## src/rtl/ps2_uart_tx_queue.sv

```systemverilog
// PS/2 make-code filter, keyboard/manual byte merge into a TX FIFO, and UART drain FSM.
// Optional SENDER_OVF_CNT_EN adds a saturating drop_count output.
module ps2_uart_tx_queue #(
    parameter int DATA_W   = 8,
    parameter int DEPTH    = 16,
    parameter int FLAG_MSB = 1,
    localparam int ADDR_W  = $clog2(DEPTH)
) (
    input  logic              clk,
    input  logic              reset,
    input  logic              key_valid,
    input  logic [7:0]        key_code,
    output logic              make_valid,
    output logic [7:0]        make_code,
    output logic              make_ext,
    input  logic              map_valid,
    input  logic [DATA_W-1:0] map_data,
    input  logic              lang,
    input  logic              man_send,
    input  logic [DATA_W-1:0] man_data,
    input  logic              tx_busy,
    output logic              tx_start,
    output logic [DATA_W-1:0] tx_data,
    output logic [ADDR_W:0]   fifo_count,
    output logic              fifo_full,
    output logic              fifo_empty,
`ifdef SENDER_OVF_CNT_EN
    output logic [7:0]        drop_count,
`endif
    output logic              drop
);

    localparam logic [ADDR_W:0]   CNT_ONE  = (ADDR_W+1)'(1);
    localparam logic [ADDR_W:0]   CNT_FULL = (ADDR_W+1)'(DEPTH);
    localparam logic [ADDR_W-1:0] PTR_ONE  = (ADDR_W)'(1);

    typedef enum logic [1:0] {F_IDLE, F_BRK, F_EXT, F_EXT_BRK} filt_state_e;
    typedef enum logic [1:0] {T_IDLE, T_GUARD, T_WAIT} tx_state_e;

    filt_state_e filt_q, filt_d;
    tx_state_e   tx_q, tx_d;

    logic              emit_s, emit_ext_s;
    logic              make_valid_q, make_ext_q;
    logic [7:0]        make_code_q;

    logic              kbd_wr_s;
    logic [DATA_W-1:0] kbd_byte_s;
    logic              wr_en_s, lost_s, push_s, pop_s, full_s, empty_s;
    logic [DATA_W-1:0] wr_data_s;
    logic              skid_vld_q, skid_vld_d;
    logic [DATA_W-1:0] skid_data_q, skid_data_d;

    logic [DATA_W-1:0] mem_q [DEPTH];
    logic [ADDR_W-1:0] wr_ptr_q, rd_ptr_q;
    logic [ADDR_W:0]   count_q, count_d;
    logic              drop_q, drop_d;
    logic              tx_start_q;
    logic [DATA_W-1:0] tx_data_q;

    // Filter next state: break sequences are swallowed, E0 marks the next make as extended
    always_comb begin
        filt_d     = filt_q;
        emit_s     = 1'b0;
        emit_ext_s = 1'b0;
        if (key_valid) begin
            case (filt_q)
                F_IDLE: begin
                    if (key_code == 8'hF0) begin
                        filt_d = F_BRK;
                    end else if (key_code == 8'hE0) begin
                        filt_d = F_EXT;
                    end else begin
                        emit_s = 1'b1;
                    end
                end
                F_BRK:     filt_d = F_IDLE;
                F_EXT: begin
                    if (key_code == 8'hF0) begin
                        filt_d = F_EXT_BRK;
                    end else begin
                        emit_s     = 1'b1;
                        emit_ext_s = 1'b1;
                        filt_d     = F_IDLE;
                    end
                end
                F_EXT_BRK: filt_d = F_IDLE;
                default:   filt_d = F_IDLE;
            endcase
        end else begin
            filt_d = filt_q;
        end
    end

    // Filter state and make-code outputs
    always_ff @(posedge clk) begin
        if (reset) begin
            filt_q       <= F_IDLE;
            make_valid_q <= 1'b0;
            make_code_q  <= 8'h00;
            make_ext_q   <= 1'b0;
        end else begin
            filt_q       <= filt_d;
            make_valid_q <= emit_s;
            if (emit_s) begin
                make_code_q <= key_code;
                make_ext_q  <= emit_ext_s;
            end
        end
    end

    assign kbd_wr_s   = map_valid && (map_data != '0);
    assign kbd_byte_s = (FLAG_MSB != 0) ? {lang, map_data[DATA_W-2:0]} : map_data;

    // Write arbitration, oldest first: skid, then manual, then keyboard; a third contender is lost
    always_comb begin
        wr_en_s     = 1'b0;
        wr_data_s   = '0;
        skid_vld_d  = 1'b0;
        skid_data_d = skid_data_q;
        lost_s      = 1'b0;
        if (skid_vld_q) begin
            wr_en_s   = 1'b1;
            wr_data_s = skid_data_q;
            if (man_send) begin
                skid_vld_d  = 1'b1;
                skid_data_d = man_data;
                lost_s      = kbd_wr_s;
            end else if (kbd_wr_s) begin
                skid_vld_d  = 1'b1;
                skid_data_d = kbd_byte_s;
            end else begin
                skid_vld_d  = 1'b0;
            end
        end else if (man_send) begin
            wr_en_s   = 1'b1;
            wr_data_s = man_data;
            if (kbd_wr_s) begin
                skid_vld_d  = 1'b1;
                skid_data_d = kbd_byte_s;
            end else begin
                skid_vld_d  = 1'b0;
            end
        end else if (kbd_wr_s) begin
            wr_en_s   = 1'b1;
            wr_data_s = kbd_byte_s;
        end else begin
            wr_en_s   = 1'b0;
        end
    end

    assign full_s  = (count_q == CNT_FULL);
    assign empty_s = (count_q == '0);
    assign push_s  = wr_en_s && (!full_s || pop_s);
    assign drop_d  = (wr_en_s && full_s && !pop_s) || lost_s;

    // Occupancy next value
    always_comb begin
        count_d = count_q;
        case ({push_s, pop_s})
            2'b10:   count_d = count_q + CNT_ONE;
            2'b01:   count_d = count_q - CNT_ONE;
            default: count_d = count_q;
        endcase
    end

    // TX handshake: guard cycle covers the UART's busy-rise latency after tx_start
    always_comb begin
        tx_d  = tx_q;
        pop_s = 1'b0;
        case (tx_q)
            T_IDLE: begin
                if (!empty_s && !tx_busy) begin
                    pop_s = 1'b1;
                    tx_d  = T_GUARD;
                end else begin
                    tx_d  = T_IDLE;
                end
            end
            T_GUARD: tx_d = T_WAIT;
            T_WAIT: begin
                if (!tx_busy) begin
                    tx_d = T_IDLE;
                end else begin
                    tx_d = T_WAIT;
                end
            end
            default: tx_d = T_IDLE;
        endcase
    end

    // FIFO pointers, skid register, TX state and registered strobes
    always_ff @(posedge clk) begin
        if (reset) begin
            wr_ptr_q    <= '0;
            rd_ptr_q    <= '0;
            count_q     <= '0;
            skid_vld_q  <= 1'b0;
            skid_data_q <= '0;
            drop_q      <= 1'b0;
            tx_q        <= T_IDLE;
            tx_start_q  <= 1'b0;
            tx_data_q   <= '0;
        end else begin
            if (push_s) begin
                wr_ptr_q <= wr_ptr_q + PTR_ONE;
            end
            if (pop_s) begin
                rd_ptr_q  <= rd_ptr_q + PTR_ONE;
                tx_data_q <= mem_q[rd_ptr_q];
            end
            count_q     <= count_d;
            skid_vld_q  <= skid_vld_d;
            skid_data_q <= skid_data_d;
            drop_q      <= drop_d;
            tx_q        <= tx_d;
            tx_start_q  <= pop_s;
        end
    end

    // Storage array; contents are don't-care while the pointers say empty
    always_ff @(posedge clk) begin
        if (push_s) begin
            mem_q[wr_ptr_q] <= wr_data_s;
        end
    end

`ifdef SENDER_OVF_CNT_EN
    logic [7:0] drop_cnt_q;

    // Saturating count of lost writes
    always_ff @(posedge clk) begin
        if (reset) begin
            drop_cnt_q <= 8'd0;
        end else if (drop_d && (drop_cnt_q != 8'd255)) begin
            drop_cnt_q <= drop_cnt_q + 8'd1;
        end
    end

    assign drop_count = drop_cnt_q;
`endif

    assign make_valid = make_valid_q;
    assign make_code  = make_code_q;
    assign make_ext   = make_ext_q;
    assign tx_start   = tx_start_q;
    assign tx_data    = tx_data_q;
    assign fifo_count = count_q;
    assign fifo_full  = full_s;
    assign fifo_empty = empty_s;
    assign drop       = drop_q;

endmodule

```

## config.mk

```make
export PLATFORM = sky130hd
export DESIGN_NAME = ps2_uart_tx_queue
export DESIGN_NICKNAME = d
export VERILOG_FILES = /design/src/rtl/ps2_uart_tx_queue.sv
export SDC_FILE = /design/constraint.sdc
export NUM_CORES = 1
export LEC_CHECK = 0
export CAP_MARGIN = 20
export CORE_AREA = 2 2 170 172
export CTS_BUF_LIST = sky130_fd_sc_hd__clkbuf_4
export DETAILED_ROUTE_END_ITERATION = 16
export DIE_AREA = 0 0 172 174
export GPL_ROUTABILITY_DRIVEN = 0
export PLACE_DENSITY_LB_ADDON = 0.12
export SLEW_MARGIN = 20
export SYNTH_ARGS = -nofsm -noshare
export SYNTH_HDL_FRONTEND = slang
export SYNTH_SLANG_ARGS = --single-unit
```

## constraint.sdc

```tcl
create_clock -name clk -period 3.55 [get_ports clk]
set_clock_uncertainty 0.2 [all_clocks]
set_input_delay 1.065 -clock clk [delete_from_list [all_inputs] [get_ports clk]]
set_output_delay 1.065 -clock clk [all_outputs]
set_load 0.02 [all_outputs]
```

==> impl_metrics.yaml <==
status:
  status: "complete, no violations"
floorplan:
  start_util_pct: 25.5
  placementRows: 62
  die_h_microns: 174
  die-area_sq_mm: 0.0299
  num_io_pins: 58
  placeableCoreArea_sq_mm: 0.0282
  die_w_microns: 172
critical_path:
  required_ns: 3.80
  critPathKind: "input pin to flop"
  worstPathMaxFanout: 2
  arrival_ns: 3.71
  end_kind: "flop"
  cp-start-kind: "input pin"
layout:
  layout.cells.non_filler: 999
  syn_to_final_growth_pct: 22.4
  num-fill-cells: 2813
  nNetsFinal: 639
  layout-drive-gt1-share_pct: 21.3
sta:
  setup_viol: 0
  post-route-min-period_ns: 3.45
  rsz0062_at_grt: "false"
  worst_pin_slew_ns: 0.890
  maxSlewViolCount: 0
  timing.final.crit_share_pct: 97.3
  fmaxAchievable_mhz: 289
  hold_violations: 0
  fin_tns_setup_ns: 0
  relSlewSlack_pct: 40.7
power_and_ir_drop:
  power_density_mw_per_mm2: 554
  p_leak_nw: 2.90
  vdd_drop_max_mv: 0.174
  power_w: 0.00488
grt:
  antenna_found_initial: 1
  grt_pass1_wl_mm: 27.3
  grt.overflow.total: 0
  grt_usage_pct: 12.3
  grt_max_degree: 36
  grt_pass1_vias: 4567
routing:
  dr.pass1.iters: 4
  via_count: 4459
  antenna_left: 0
  drc: 0
  via_per_inst: 4.46
  drt_iter0_drc: 266
  wl_per_cell_microns: 17.8
  wirelength_mm: 17.8
clock_network:
  cts_tree: "done"
  postCtsSetupBuffers: 0
  htree_levels: 4
  holdBufCountCts: 0
  clk_latency_ns: 0.56
  ctsRootBufferMaster: "clkbuf_4"
  clock-sinks: 174
  cts_buffers: 17
  clockBufferDepth: 2
  path_clk_slew_ns: 0.16
run:
  max_cap_viol_count: 0
yosys:
  synth_top_area_share_pct: 53.4
  ys_types: 52
  ys.warnings.count: 0
  yosysTopAreaCell: "edfxtp_1"
  synthesis.nets: 545
  avgSynthCellArea_sq_um: 14.2
  syn_area_sq_mm: 0.00719
  ys_seq_elements: 174
  synth_seq_area_share_pct: 66.2
  synth.area.top_cells: "edfxtp_1 (53%), dfxtp_1 (13%), mux4_2 (10%), nor2_1 (3.3%), a21oi_1 (2.2%)"
  syn_inst: 507
hold_path:
  min_path_type: "flop to flop"
placement:
  dp_cells: 966
  portBuffers: 57
  dp_hpwl_mm: 11.8
## cell usage after synthesis (all sizes together)
cell type,n
edfxtp,128
nor2,64
dfxtp,46
nand2,35
a21oi,33
mux4,32
a22oi,19
buf,17
o21ai,16
clkbuf,13
nand3,12
nor3,11
mux2i,10
a311oi,8
ha,7
nor2b,6
inv,5
and2,4
nand2b,4
xnor2,4
mux2,3
nand4,3
or3,3
or4,3
xor2,3
a211oi,2
a21boi,2
a32oi,2
o21a,2
a21bo,1
a31o,1
a31oi,1
nor3b,1
nor4,1
nor4b,1
o211ai,1
o31ai,1
or2,1
or3b,1
## stage by stage
step	util (%)	setup WS [ns]	cell area [sq um]	hold WS (ns)
floorplan	-	-0.161	7200	0.258
global placement	30.1	-0.504	8490	0.273
detailed placement	30.1	-0.564	8490	0.278
CTS	31.2	0.0771	8800	0.305
global route	31.2	0.0166	8800	0.330
finish	31.2	0.0954	8800	0.305
## critical path: stages
cell and delay (ns):
clkdlybuf4s50_1 0.44, or4_4 0.57, o21ai_4 0.19, nand3_2 0.10
xnor2_1 0.15, ha_2 0.17, or3_1 0.30, a21oi_1 0.13
nand4_1 0.13, a22oi_2 0.15, mux2_1 0.33
## sequential cells by signal (all words and copies together), names as in the netlist
signal       count
mem_q          128
make_code        8
skid_data_q      8
tx_data          8
fifo_count       5
rd_ptr_q         4
wr_ptr_q         4
filt_q           2
tx_q             2
drop             1
make_ext         1
make_valid       1
skid_vld_q       1
tx_start         1
## what timing repair did
item,in CTS,in global routing
resized for setup,4,1
setup endpoints to repair,2,1
pin swaps,0,3
## power breakdown
group | switching (W) | internal [W]
clock network | 0.000780 | 0.000387
logic | 0.000684 | 0.000584
registers | 0.0000972 | 0.00234
total | 0.00156 | 0.00332
## logic make-up (layout without fill, tap and decap cells)
group / after synthesis / count (layout) / synth area share [%]
flip-flops: 174 / 174 / 66.2
AND/OR/NAND/NOR: 150 / 150 / 9.51
buffers and inverters: 35 / 142 / 2.12
multiplexers: 45 / 45 / 11.9
other: 0 / 1 / 0
adder cells (fa/ha/maj): 7 / 7 / 1.22
AO/OA/AOI/OAI: 89 / 89 / 8.12
XOR/XNOR: 7 / 7 / 0.852
## final cells by class
type / instances / area, sq um / area share [%]
inverter: 5 / 18.8 / 0.213
timing repair buffer: 105 / 948 / 10.8
tap: 384 / 480 / 5.46
sequential: 174 / 4770 / 54.2
multi-input combinational: 298 / 2290 / 26.0
antenna: 1 / 2.50 / 0.0284
clock inverter: 15 / 171 / 1.95
clock buffer: 17 / 128 / 1.45
## path summary, 6_finish.rpt
path                                     start              to  slack [ns]  cells after the start
worst min-delay path            skid_data_q[1]  skid_data_q[1]        0.30                      2
worst max register to register   fifo_count[0]   fifo_count[4]        0.80                     10
worst min register to register  skid_data_q[1]  skid_data_q[1]        0.30                      2
worst max-delay path               map_data[4]   fifo_count[4]         0.1                     11
## routing by layer
metal	global-route usage [%]	vias to the layer above	share of wire, %
met5	0	-	0
met4	3.15	0	0.65
met1	16.3	2232	46
met2	20.7	89	50
met3	2.30	12	3.4
li1	-	2126	-
## cells in the final DEF, fill, tap and decap left out, drive strengths merged, types with 4 or more instances in the layout
master,netlist,routed
nor2,64,64
nor3,11,11
o21ai,16,16
a311oi,8,8
a21oi,33,33
nor2b,6,6
xnor2,4,4
dfxtp,46,46
a22oi,19,19
mux2i,10,10
clkbuf,13,17
clkdlybuf4s50,0,54
inv,5,13
clkinv,0,5
edfxtp,128,128
ha,7,7
mux4,32,32
nand2,35,35
nand2b,4,4
buf,17,49
nand3,12,12
and2,4,4
Note: power is estimated with default switching activity, not from simulation.
